`config.mk`:
```
export PLATFORM = sky130hd
export DESIGN_NAME = cp0_regfile
export DESIGN_NICKNAME = d
export VERILOG_FILES = /design/src/rtl/cp0_regfile.sv
export SDC_FILE = /design/constraint.sdc
export NUM_CORES = 1
export LEC_CHECK = 0
export CORE_MARGIN = 2
export CORE_UTILIZATION = 51
export DETAILED_ROUTE_END_ITERATION = 12
export MAX_ROUTING_LAYER = met4
export PLACE_DENSITY = 0.87
export SLEW_MARGIN = 20
export SYNTH_ARGS = -nofsm -noshare
export SYNTH_HDL_FRONTEND = slang
export SYNTH_SLANG_ARGS = --single-unit
```
`constraint.sdc`:
```
create_clock -name clk -period 4.7 [get_ports clk]
set_input_delay 0.47 -clock clk [delete_from_list [all_inputs] [get_ports clk]]
set_output_delay 0.47 -clock clk [all_outputs]
set_load 0.05 [all_outputs]
```
`src/rtl/cp0_regfile.sv`:
```
// Coprocessor-0 register file holding Count, Compare, Status, Cause, EPC and PRId.
// It also raises the timer interrupt and records exception entry and eret.
module cp0_regfile #(
    parameter logic [31:0] PRID       = 32'h0000_0001,
    parameter logic [31:0] STATUS_RST = 32'h0000_0000
) (
    input  logic        clk,
    input  logic        rst,
    input  logic        cp0we,
    input  logic [4:0]  cp0Addr,
    input  logic [31:0] cp0wData,
    output logic [31:0] cp0rData,
    input  logic [31:0] excptype,
    input  logic [31:0] pc,
    input  logic [4:0]  intIn,
    output logic [31:0] cause,
    output logic [31:0] status,
    output logic [31:0] epc,
    output logic        timerInt
);
    localparam logic [4:0] AddrCount   = 5'd9;
    localparam logic [4:0] AddrCompare = 5'd11;
    localparam logic [4:0] AddrStatus  = 5'd12;
    localparam logic [4:0] AddrCause   = 5'd13;
    localparam logic [4:0] AddrEpc     = 5'd14;
    localparam logic [4:0] AddrPrid    = 5'd15;

    localparam logic [31:0] ExcTimer   = 32'h0000_0004;
    localparam logic [31:0] ExcSyscall = 32'h0000_0100;
    localparam logic [31:0] ExcEret    = 32'h0000_0200;

    logic [31:0] count_q, count_d;
    logic [31:0] compare_q, compare_d;
    logic [31:0] status_q, status_d;
    logic [31:0] cause_q, cause_d;
    logic [31:0] epc_q, epc_d;
    logic        exc_take;
    logic        eret_take;

    always_comb begin
        exc_take  = (excptype == ExcTimer) || (excptype == ExcSyscall);
        eret_take = (excptype == ExcEret);

        count_d   = count_q + 32'd1;
        compare_d = compare_q;
        status_d  = status_q;
        cause_d   = cause_q;
        epc_d     = epc_q;

        if (cp0we && (cp0Addr == AddrCount)) begin
            count_d = cp0wData;
        end

        // Match uses the pre-increment Count; a Compare write overrides it.
        if ((compare_q != 32'd0) && (count_q == compare_q)) begin
            cause_d[10] = 1'b1;
        end
        if (cp0we && (cp0Addr == AddrCompare)) begin
            compare_d   = cp0wData;
            cause_d[10] = 1'b0;
        end

        cause_d[15:11] = intIn;

        if (exc_take) begin
            epc_d        = pc;
            status_d[1]  = 1'b1;
            cause_d[6:2] = (excptype == ExcSyscall) ? 5'h08 : 5'h00;
            cause_d[31]  = 1'b0;
        end else if (eret_take) begin
            status_d[1] = 1'b0;
        end else if (cp0we) begin
            case (cp0Addr)
                AddrStatus: status_d    = cp0wData;
                AddrCause:  cause_d[9:8] = cp0wData[9:8];
                AddrEpc:    epc_d       = cp0wData;
                default:    ;
            endcase
        end
    end

    always_ff @(posedge clk) begin
        if (rst) begin
            count_q   <= 32'd0;
            compare_q <= 32'd0;
            status_q  <= STATUS_RST;
            cause_q   <= 32'd0;
            epc_q     <= 32'd0;
        end else begin
            count_q   <= count_d;
            compare_q <= compare_d;
            status_q  <= status_d;
            cause_q   <= cause_d;
            epc_q     <= epc_d;
        end
    end

    always_comb begin
        cp0rData = 32'd0;
        case (cp0Addr)
            AddrCount:   cp0rData = count_q;
            AddrCompare: cp0rData = compare_q;
            AddrStatus:  cp0rData = status_q;
            AddrCause:   cp0rData = cause_q;
            AddrEpc:     cp0rData = epc_q;
            AddrPrid:    cp0rData = PRID;
            default:     cp0rData = 32'd0;
        endcase
    end

    assign cause    = cause_q;
    assign status   = status_q;
    assign epc      = epc_q;
    assign timerInt = cause_q[10];

endmodule

```
-- After elaboration in Yosys (flattened, before gate mapping)
Index checks and enable logic that the tools add are counted.
- flip-flop bits (word level): 141
- bits of input ports: 109
- output and inout bits: 129
- word-level logic and storage cells: 48
- add/subtract/negate cells: 1
- equal/unequal tests: 11
- mux-type cells: 11
- bitwise operators: 2
- reductions and logical operators: 14
- operators by type and width (kind ; number):
    $pmux W32 S6 ; 1
    $mux W32 ; 5
    $add A32 B1 Y32 const B ; 1
    $eq A32 B10 Y1 const B ; 1
    $eq A32 B3 Y1 const B ; 1
    $eq A32 B32 Y1 ; 1
    $eq A32 B9 Y1 const B ; 1
    $reduce_bool A32 Y1 ; 1
    $eq A5 B4 Y1 const B ; 6
    $reduce_and A4 Y1 ; 2
    $reduce_bool A3 Y1 ; 2
    $mux W2 ; 2
    $mux W4 ; 1
    $reduce_bool A2 Y1 ; 2
    $logic_and A1 B1 Y1 ; 3
    $reduce_and A3 Y1 ; 1
    $mux W1 ; 2
    $ne A2 B2 Y1 const B ; 1
    $not A1 Y1 ; 2
    $reduce_and A2 Y1 ; 1
    $reduce_or A2 Y1 ; 1
    $logic_or A1 B1 Y1 ; 1

-- Longest topological paths before layout
- depth in word-level cells: 5
- depth in mapped cells: 8
- depth with buffers taken out: 5

-- Least setup slack after synthesis
OpenSTA, ideal clock, no wires.
- path type: input-to-output
- from: input cp0Addr[1]
- to: output cp0rData[16]
- arrival: 2609 ps
- data required time: 4230 ps
- slack: 1621 ps
- stages: 5
- path buffers: 3
- path through: buf_4 > buf_2 > buf_1 > mux2i_1 > o21ai_0
- word-level cells in the longest chain between the ends: 2
- elaborated cells between the ends (all ways): 7
- classes of those cells: eq/ne: 6; mux: 1
- RTL lines (element ; line ; source):
    start, declared ; 10 ; input logic [4:0] cp0Addr,
    $eq A5 B4 Y1 ; 100 ; case (cp0Addr)
    $pmux W32 S6 (*) ; 100 ;
    end, declared ; 12 ; output logic [31:0] cp0rData,
Every way passes the cells marked *; elsewhere a longest branch is shown, timed or not.

-- Final worst setup path
- from: input cp0Addr[2]
- to: output cp0rData[10]
Same word-level chain as after synthesis.

==> run_results.csv <==
group,metric,value,unit
cts,cts_root_buf,"clkbuf_16",
cts,cts_sinks,137,
worst_setup_path,cp_common_cell,"clkdlybuf4s50_1",
finish,synthToLayoutAreaGrowth,34.63,%
cts,cts_htree_levels,4,
sta,fin_hold_ws,0.5102,ns
floorplanning,start_util,51.95,%
synth,ys_types,54,
global_route,antenna_found_initial,0,
placement,hpwl,15290,µm
route,vias,6886,
min_path,hp-start,"compare_q[23]",
placement,gp_congestion,0.9244,
placement,portBuffers,214,
power_and_ir_drop,pwr-share-comb,11.7,%
route,dr.max_layer_used,"met4",
sta,relSlewSlack,38.41,%
sta,drv_slew,0,
global_route,grt_max_degree,106,
route,route.detailed.drc,0,
flow_run,drv_cap,0,
finish,instances_no_fill,1193,
cts,clkSlewWorstSetupHoldPaths,0.05,ns
worst_setup_path,crit_slowest_cell,"clkdlybuf4s50_1",
worst_setup_path,startpoint,"cp0Addr[2]",
worst_setup_path,start_kind,"input pin",
global_route,grt_pass1_wl,35290,µm
floorplanning,core-area,14420,µm²
power_and_ir_drop,power.switching,671.4,µW
route,wl_per_cell,18.42,µm
floorplanning,die_w,125.2,µm
worst_setup_path,critPathTopFamily,"buffers and inverters",
route,met3_length,1457,µm
route,drt-total-wl,21980,µm
cts,clkLatencyLatePin,0.42,ns
synth,synth_area,7493,µm²
sta,hold_viol_final,0,
worst_setup_path,cp.arrival,2.96,ns
finish,nNetsFinal,1109,
finish,fillerInstances,1118,
finish,drive_above_1_share,8.622,%
sta,fin_skew,0.006238,ns
worst_setup_path,path_cells,"clkdlybuf4s50_1 > nand2_1 > nor3_2 > a221o_1 > clkdlybuf4s50_1",
power_and_ir_drop,p_leak,3.886,nW
cts,clockBufferDepth,2,
synth,ys.warnings.count,0,
power_and_ir_drop,power_density,270.3,nW/µm²
synth,syn_inst,814,
status,status,"complete, no violations",
worst_setup_path,crit_type,"in -> out",
cts,cts_resized,0,
placement,dp_cells,1164,
power_and_ir_drop,p_int,2.056,mW
global_route,grt.overflow.total,0,
global_route,grt_pass1_vias,6692,
route,drt_pass1_iterations,6,
sta,fin_setup_tns,0,ns
synth,synth-seq-cells,137,
worst_setup_path,crit_path_end_kind,"output pin",
worst_setup_path,worst_ep_required_time,4.23,ns
worst_setup_path,crit_fanout,10,
route,route.met2.wl,10650,µm
route,drt_iter0_drc,459,
floorplanning,dieArea,15680,µm²
sta,tightest_slew,0.9238,ns
cts,cts_setup_buffers,0,
finish,n_antenna_cell,0,
cts,cts_tree,"built",
sta,rsz0062_at_grt,"no",
synth,synth_seq_area_share,36.60,%
synth,avgSynthCellArea,9.206,µm²
floorplanning,row_count,44,
floorplanning,die_height,125.2,µm
worst_setup_path,worstReg2RegStart,"count_q[2]",
floorplanning,ioPinCount,238,
sta,setup_viol,0,
min_path,worstHoldPathType,"reg -> reg",
power_and_ir_drop,pwr-share-seq,43.9,%
power_and_ir_drop,swShare,24.62,%
cts,cts_hold_buf,0,
power_and_ir_drop,peakVddDrop,0.0002460,V
power_and_ir_drop,clkPwrFrac,44.4,%
route,wl_met1,9435,µm
worst_setup_path,cpPeakStageDelay,0.85,ns
sta,fin_crit,3.432,ns
sta,fin_crit_sh,73.01,%
global_route,track_usage,28.53,%
cts,numCtsBuffers,17,
sta,fmax,291.4,MHz
route,route.antenna.remaining_nets,0,
worst_setup_path,critPathBufInv,2,
route,viasPerCell,5.772,
==> cell usage after synthesis, drive strengths merged <==
master / number / area (µm²)
dfxtp: 137 / 2743
mux2i: 97 / 970.9
nand2: 88 / 330.3
nor2: 71 / 282.8
buf: 48 / 361.6
xnor2: 46 / 402.9
a21oi: 35 / 175.2
o21ai: 35 / 175.2
clkbuf: 33 / 127.6
o2bb2ai: 32 / 468.0
a211oi: 29 / 217.7
nand4: 24 / 162.7
a22oi: 22 / 165.2
nor4: 19 / 158.9
xor2: 16 / 140.1
nand3: 10 / 55.05
nor3: 10 / 55.05
a221o: 9 / 90.09
and2: 6 / 37.54
nor2b: 6 / 37.54
and3: 5 / 31.28
inv: 5 / 18.77
and4: 4 / 35.03
nand2b: 3 / 21.27
nor3b: 3 / 22.52
a311oi: 2 / 17.52
a31oi: 2 / 12.51
nand3b: 2 / 15.01
nor4b: 2 / 30.03
o311ai: 2 / 35.04
or2: 2 / 12.51
a211o: 1 / 8.760
a21bo: 1 / 10.01
a21o: 1 / 7.510
conb: 1 / 3.750
ha: 1 / 12.51
nand4bb: 1 / 11.26
o21a: 1 / 7.510
o31ai: 1 / 12.51
or4: 1 / 11.26
==> per-layer routing <==
metal	global-route usage [%]	up-vias
met1	36.28	3282
met4	9.542	0
met2	45.43	295
met3	5.948	42
met5	-	-
li1	-	3267
==> layout by cell type, fill, tap and decap left out, types with 5 or more instances in the layout <==
master           Yosys  layout
xor2_1              16      16
clkbuf_1            32       6
a211oi_1            29      29
xnor2_1             46      46
o2bb2ai_2           30      30
and2_1               6       6
clkbuf_16            0      17
a21oi_1             35      35
and3_1               5       5
nor2b_1              6       6
nor2_1              70      70
nand4_1             22      22
nand3_1              9       9
a221o_1              9       9
buf_4               30      11
inv_1                5       5
a22oi_1             22      22
o21ai_0             35      35
conb_1               1      23
dfxtp_1            137     137
mux2i_1             97      97
nor3_1               9       9
nor4_1              14      14
nand2_1             88      87
clkdlybuf4s50_1      0     212
==> worst min-delay path, stage by stage (launching register included) <==
cell and delay [ns]:
dfxtp_1 0.34, nand2_1 0.07, a21oi_1 0.05
==> per-stage QoR <==
step	setup slack (ns)	utilization [%]	power (mW)	area (µm²)
after CTS	1.290	69.88	2.737	10080
after detailed placement	1.296	66.27	1.536	9559
after global routing	1.138	69.94	2.812	10090
final	1.268	69.94	2.727	10090
after global placement	1.342	66.27	1.533	9559
after floorplan	1.621	-	1.398	7576
==> logic make-up (layout without fill, tap and decap cells) <==
| group | Yosys count | after routing | share of synthesized area [%] |
|---|---|---|---|
| AO/OA/AOI/OAI | 173 | 173 | 18.72 |
| XOR/XNOR | 62 | 62 | 7.247 |
| adder cells (fa/ha/maj) | 1 | 1 | 0.1669 |
| buffers and inverters | 86 | 259 | 6.779 |
| flip-flops | 137 | 137 | 36.60 |
| multiplexers | 97 | 97 | 12.96 |
| other | 1 | 23 | 0.05004 |
| AND/OR/NAND/NOR | 257 | 257 | 17.48 |
==> flip-flops by register name, indices dropped and copies added, names as in the netlist <==
signal and flops:
epc 32, cause 9, compare_q 32, status 32, count_q 32
==> power by group through the flow <==
stage / logic, mW / clock network [mW] / registers (mW)
final: 0.318 / 1.21 / 1.20
after global routing: 0.337 / 1.28 / 1.20
after CTS: 0.317 / 1.22 / 1.20
after detailed placement: 0.316 / 0 / 1.22
after global placement: 0.312 / 0 / 1.22
after floorplan: 0.158 / 0 / 1.24
==> final cells by class <==
type	instances	area, µm²	share of cell area [%]
Clock buffer	25	475.5	4.713
Clock inverter	4	45.04	0.4465
Inverter	5	18.77	0.1860
Multi-Input combinational cell	613	4355	43.17
Sequential cell	137	2743	27.19
Tap cell	184	230.2	2.282
Timing Repair Buffer	225	2221	22.01
==> final timing paths <==
| check | end | slack (ns) | cells after the start |
|---|---|---|---|
| worst max-delay path | cp0rData[10] | 1.27 | 5 |
| worst min-delay path | compare_q[23] | 0.51 | 2 |
| worst max register to register | count_q[21] | 2.51 | 5 |
| worst min register to register | compare_q[23] | 0.51 | 2 |
Power figures use the tool's default switching activity.
